File: src/rtl/melody_pkg.sv
// melody_pkg: state encoding, note-entry layout and marker constants shared by
// the melody sequencer and its note table.
package melody_pkg;

  typedef enum logic [1:0] {
    IDLE,
    FETCH,
    PLAY
  } state_t;

  localparam int END_MARK = 0;  // beat value that terminates a song
  localparam int REST     = 0;  // half-period value that plays silence

  localparam int BEAT_W_DEF = 32;
  localparam int HP_W_DEF   = 20;

  // Default-width entry layout; the sequencer declares the same layout at its
  // own parameter widths.
  typedef struct packed {
    logic [BEAT_W_DEF-1:0] beat;
    logic [HP_W_DEF-1:0]   half_period;
  } note_t;

endpackage

File: src/rtl/melody_note_table.sv
// melody_note_table: DEPTH-entry note store, one write port and one registered
// read port so it maps onto a block RAM.
module melody_note_table #(
  parameter int DEPTH = 32,
  parameter int WIDTH = 52
) (
  input  logic                     clk,
  input  logic                     wr_en,
  input  logic [$clog2(DEPTH)-1:0] wr_addr,
  input  logic [WIDTH-1:0]         wr_data,
  input  logic [$clog2(DEPTH)-1:0] rd_addr,
  output logic [WIDTH-1:0]         rd_data
);

  logic [WIDTH-1:0] mem [DEPTH];

  // NOTE: no reset on the array; a reset would stop it inferring a block RAM.
  always_ff @(posedge clk) begin
    if (wr_en) mem[wr_addr] <= wr_data;
    rd_data <= mem[rd_addr];
  end

endmodule

File: src/rtl/melody_sequencer.sv
// melody_sequencer: plays a run-time loaded note table as a square wave into
// the audio controller. Define MELODY_SEQ_ARTIC_EN to silence the tail of each note.
module melody_sequencer
  import melody_pkg::*;
#(
  parameter int DEPTH      = 32,
  parameter int BEAT_W     = 32,
  parameter int HP_W       = 20,
  parameter int SAMPLE_W   = 32,
  parameter int AMP        = 100000000,
  parameter int GAP_CYCLES = 500000
) (
  input  logic                     CLOCK_50,
  input  logic                     reset,
  input  logic                     wr_en,
  input  logic [$clog2(DEPTH)-1:0] wr_addr,
  input  logic [BEAT_W-1:0]        wr_beat,
  input  logic [HP_W-1:0]          wr_half_period,
  input  logic                     start,
  input  logic                     stop,
  input  logic                     loop_en,
  input  logic                     out_ready,
  output logic                     out_valid,
  output logic [SAMPLE_W-1:0]      left_sample,
  output logic [SAMPLE_W-1:0]      right_sample,
  output logic                     playing,
  output logic [$clog2(DEPTH)-1:0] note_idx,
  output logic                     done
);

  localparam int AW = $clog2(DEPTH);
  localparam logic [SAMPLE_W-1:0] POS_AMP = SAMPLE_W'(AMP);
  localparam logic [SAMPLE_W-1:0] NEG_AMP = -POS_AMP;

  typedef struct packed {
    logic [BEAT_W-1:0] beat;
    logic [HP_W-1:0]   half_period;
  } entry_t;

  state_t            state;
  logic              fetch_phase;  // 0: address presented, 1: data valid
  logic [AW-1:0]     idx;
  logic [BEAT_W-1:0] beat;
  logic [HP_W-1:0]   hp;
  logic [BEAT_W-1:0] bcnt;
  logic [HP_W-1:0]   fcnt;
  logic              sign;
  logic              flush;
  logic              gap;
  logic              capture;
  entry_t            wr_entry;
  entry_t            rd_entry;
  logic [SAMPLE_W-1:0] sample_next;

  assign wr_entry = '{beat: wr_beat, half_period: wr_half_period};
  assign capture  = (state == FETCH) && fetch_phase && !stop;

  melody_note_table #(
    .DEPTH(DEPTH),
    .WIDTH(BEAT_W + HP_W)
  ) u_table (
    .clk    (CLOCK_50),
    .wr_en  (wr_en && (state == IDLE)),
    .wr_addr(wr_addr),
    .wr_data(wr_entry),
    .rd_addr(idx),
    .rd_data(rd_entry)
  );

`ifdef MELODY_SEQ_ARTIC_EN
  logic [BEAT_W-1:0] gap_start;

  function automatic logic [BEAT_W-1:0] gap_len(input logic [BEAT_W-1:0] b);
    logic [BEAT_W-1:0] quarter;
    quarter = b >> 2;
    if (64'(GAP_CYCLES) < 64'(quarter)) return BEAT_W'(GAP_CYCLES);
    return quarter;
  endfunction

  always_ff @(posedge CLOCK_50) begin
    if (reset)        gap_start <= '0;
    else if (capture) gap_start <= rd_entry.beat - gap_len(rd_entry.beat);
  end

  assign gap = (bcnt >= gap_start);
`else
  localparam int gap_cycles_unused = GAP_CYCLES;
  assign gap = 1'b0;
`endif

  // NOTE: default first so every path assigns the output and no latch forms.
  always_comb begin
    sample_next = '0;
    if (state == PLAY && !stop && hp != HP_W'(REST) && !gap)
      sample_next = sign ? NEG_AMP : POS_AMP;
  end

  // NOTE: all state below uses <= so every register sees pre-edge values.
  always_ff @(posedge CLOCK_50) begin
    if (reset) begin
      state       <= IDLE;
      fetch_phase <= 1'b0;
      idx         <= '0;
      beat        <= '0;
      hp          <= '0;
      bcnt        <= '0;
      fcnt        <= '0;
      sign        <= 1'b0;
      flush       <= 1'b0;
      left_sample <= '0;
      out_valid   <= 1'b0;
      playing     <= 1'b0;
      done        <= 1'b0;
    end else begin
      done        <= 1'b0;
      flush       <= 1'b0;
      left_sample <= sample_next;
      // One trailing write after an abort flushes a zero sample to the FIFO.
      out_valid   <= out_ready && (playing || flush);

      if (stop && state != IDLE) begin
        state       <= IDLE;
        fetch_phase <= 1'b0;
        playing     <= 1'b0;
        flush       <= 1'b1;
      end else begin
        case (state)
          IDLE: begin
            if (start && !stop) begin
              idx         <= '0;
              fetch_phase <= 1'b0;
              state       <= FETCH;
              playing     <= 1'b1;
            end
          end

          FETCH: begin
            if (!fetch_phase) begin
              fetch_phase <= 1'b1;
            end else begin
              fetch_phase <= 1'b0;
              beat        <= rd_entry.beat;
              hp          <= rd_entry.half_period;
              bcnt        <= '0;
              fcnt        <= '0;
              sign        <= 1'b0;
              if (rd_entry.beat != BEAT_W'(END_MARK)) begin
                state <= PLAY;
              end else if (loop_en) begin
                idx <= '0;  // an empty song spins here until stop
              end else begin
                state   <= IDLE;
                playing <= 1'b0;
                done    <= 1'b1;
              end
            end
          end

          PLAY: begin
            bcnt <= bcnt + BEAT_W'(1);
            if (fcnt == hp - HP_W'(1)) begin
              fcnt <= '0;
              sign <= ~sign;
            end else begin
              fcnt <= fcnt + HP_W'(1);
            end

            if (bcnt == beat - BEAT_W'(1)) begin
              fetch_phase <= 1'b0;
              if (idx != AW'(DEPTH - 1)) begin
                idx   <= idx + AW'(1);
                state <= FETCH;
              end else if (loop_en) begin
                idx   <= '0;
                state <= FETCH;
              end else begin
                state   <= IDLE;
                playing <= 1'b0;
                done    <= 1'b1;
              end
            end
          end

          default: begin
            state   <= IDLE;
            playing <= 1'b0;
          end
        endcase
      end
    end
  end

  assign right_sample = left_sample;
  assign note_idx     = idx;

endmodule

File: config.mk
export PLATFORM = sky130hd
export DESIGN_NAME = melody_sequencer
export DESIGN_NICKNAME = d
export VERILOG_FILES = /design/src/rtl/melody_pkg.sv /design/src/rtl/melody_note_table.sv /design/src/rtl/melody_sequencer.sv
export SDC_FILE = /design/constraint.sdc
export NUM_CORES = 2
export LEC_CHECK = 0
export CAP_MARGIN = 40
export CORE_MARGIN = 5
export CORE_UTILIZATION = 50
export CTS_CLUSTER_DIAMETER = 120
export CTS_CLUSTER_SIZE = 25
export DETAILED_ROUTE_END_ITERATION = 8
export PLACE_DENSITY_LB_ADDON = 0.15
export SYNTH_ARGS = -nofsm -noshare
export SYNTH_HDL_FRONTEND = slang
export SYNTH_SLANG_ARGS = --single-unit
File: constraint.sdc
create_clock -name CLOCK_50 -period 5 [get_ports CLOCK_50]
set_clock_uncertainty 0.15 [all_clocks]
set_input_delay 1.5 -clock CLOCK_50 [delete_from_list [all_inputs] [get_ports CLOCK_50]]
set_output_delay 1.5 -clock CLOCK_50 [all_outputs]
set_load 0.02 [all_outputs]
==> results.toml <==
[outcome]
outcome = "finished clean"

[clock_tree]
cts_resized = 0
cts_setup_buffers = 0
cts_inserted_buffers = 83
clk_transition_reported_paths_ns = 0.10
cts_tree = "yes"
ctsHoldBuffers = 0
clockBufferDepth = 3
htree_levels = 3
clk_latency_ns = 0.72
cts_root_buf = "clkbuf_16"
clkSinkCount = 1836

[placed_design]
post-dp-hpwl_um = 95940
dp_slack_ns = 0.6531
dpl_cell_area_um2 = 76100
dp.cells = 5342
gp_congestion = 0.8633
portBuffers = 119

[drt]
dr_total_vias = 33410
wirelength_um = 159300
drc = 0
ant_nets = 0
wl_per_cell_um = 29.00
first_pass_iters = 6
drtIter0Drc = 3576
routed_via_density = 6.083

[timing]
rsz0062_at_grt = "false"
timing.final.ws_setup_ns = 1.139
fmax_mhz = 259.0
hold_viol_final = 0
slew_viol_final = 0
finalSetupTns_ns = 0
post-route-period-util = 0.7721
finalCriticalPeriod_ns = 3.861
slew_headroom = 0.1981
worst_pin_slew_ns = 1.203
whs_ns = 0.2913
finalSetupViolCount = 0

[cells_and_area]
nFillCells = 10420
final_core_util = 0.5542
layout_common_cells = "1664 x edfxtp_1, 520 x mux4_2, 167 x dfxtp_1"
syn2layout_area_growth_pct = 10.10
register_area_um2 = 53430
multiInputGateArea_um2 = 17090
design_area_um2 = 78560
final_common_cell = "edfxtp_1"
layout-drive-gt1-share = 0.2408
nets = 3616
final_cells = 5493

[logic_synthesis]
avgSynthCellArea_um2 = 20.96
synthArstFlopShare = 0
seq_area_frac_synth = 0.7486
ys.flop_type = "edfxtp_1"
syn_inst = 3404
synth_warnings = 0
syn_area_um2 = 71350
synth-edff-count = 1664
ys_types = 67
ys_seq_elements = 1836

[floorplan]
die_y_um = 387.8
die_area_um2 = 150400
io_pins = 136
initial_core_util = 0.5033
die_x_um = 387.8
num_rows = 138
coreArea_um2 = 141800

[grt]
grt_max_degree = 152
antenna_found_initial = 23
grt_pass1_wl_um = 234000
grtUsageTotal = 0.2108
grt_overflow = 0
grt_pass1_vias = 34130

[critical_path]
required_ns = 5.47
cp-end-kind = "flop"
cp_slowest_cell = "o211ai_2"
crit_chain = "or4_1, or4_1, or3_1, a21oi_1, nand4_1, o211ai_2, o21ai_0, a21o_1"
worstSetupPathType = "flop to flop"
critPathLaunchType = "flop"
cp_max_fo = 27
critical-path-max-stage-delay_ns = 0.81
worst_ep_arrival_time_ns = 4.33
cpMostUsedCell = "or4_1"

[min_path]
hold_path.class = "flop to flop"

[power_and_ir_drop]
power.density_nw_per_um2 = 328.6
leakage_nw = 23.41
vdd_drop_max_mv = 0.2188
power_mw = 25.81

[flow_run]
maxCapViolations = 0
==> routing by layer <==
| metal | GRT usage | vias up | part of all wire |
|---|---|---|---|
| met4 | 0.03679 | 4 | 0.013 |
| met5 | 0 | - | 0.00018 |
| li1 | - | 14180 | - |
| met3 | 0.04034 | 121 | 0.075 |
| met2 | 0.3310 | 1102 | 0.48 |
| met1 | 0.3176 | 18010 | 0.43 |
==> layout make-up <==
type | instances | share of cell area
multi-input combinational | 1343 | 0.2176
timing repair buffer | 262 | 0.04093
inverter | 15 | 0.0007167
tap | 1890 | 0.03010
sequential | 1836 | 0.6801
clock inverter | 9 | 0.001035
antenna | 7 | 0.0002230
clock buffer | 131 | 0.02927
==> final timing paths <==
path	from	end	slack, ns	cells after the start
max	hp[2]$_SDFFE_PP0P_	fcnt[16]$_SDFFE_PP0P_	1.14	8
min	u_table.rd_data[16]$_DFF_P_	hp[16]$_SDFFE_PP0P_	0.29	2
max reg2reg	hp[2]$_SDFFE_PP0P_	fcnt[16]$_SDFFE_PP0P_	1.14	8
min reg2reg	u_table.rd_data[16]$_DFF_P_	hp[16]$_SDFFE_PP0P_	0.29	2
==> registers in the layout, indices dropped and copies added, names as in the netlist <==
name,cells
bcnt,32
beat,32
done,1
fcnt,20
fetch_phase,1
flush,1
hp,20
left_sample,3
note_idx,5
out_valid,1
playing,1
sign,1
state,2
u_table.mem,1664
u_table.rd_data,52
==> synth_stat cells, types with 11 or more instances <==
cell type     n  area, um2
a21o_1       11      82.58
a21oi_1      70      350.3
and3_1       25      156.4
buf_1        39      146.4
buf_4        62      465.5
clkbuf_1    120      450.4
dfxtp_1     172       3443
edfxtp_1   1664      49970
ha_1         11      137.6
inv_1        15      56.30
mux2_2       53      596.8
mux4_2      520      11710
nand2_1     147      551.8
nand2b_1     14      87.58
nand3_1      31      155.2
nand4_1      15      93.84
nor2_1       99      371.6
nor3_1       22      110.1
nor3b_1      17      127.6
nor4_1       27      168.9
o21ai_0      38      190.2
or3_1        16      100.1
xnor2_1      50      437.9
xor2_1       50      437.9
==> power by group <==
part	switching, mW	internal [mW]
clock	4.52	3.22
combinational	0.762	0.367
sequential	0.0606	16.9
total	5.34	20.5
==> critical path, delay by kind of cell, from the launching register on <==
kind,cells,cell delay (ns)
simple gates,4,1.81
compound gates,4,1.41
flops,1,0.40
==> logic make-up after synthesis <==
| family | count (synthesis) | share of synthesized area |
|---|---|---|
| AOI/OAI and AO/OA | 168 | 0.01456 |
| xor gates and xnor gates | 100 | 0.01228 |
| adders and majority gates | 11 | 0.001929 |
| buffers and inverters | 240 | 0.01605 |
| DFF | 1836 | 0.7486 |
| muxes | 578 | 0.1732 |
| other | 1 | 0.00005256 |
| and+or+nand+nor | 470 | 0.03334 |
Power figures use the tool's default switching activity.
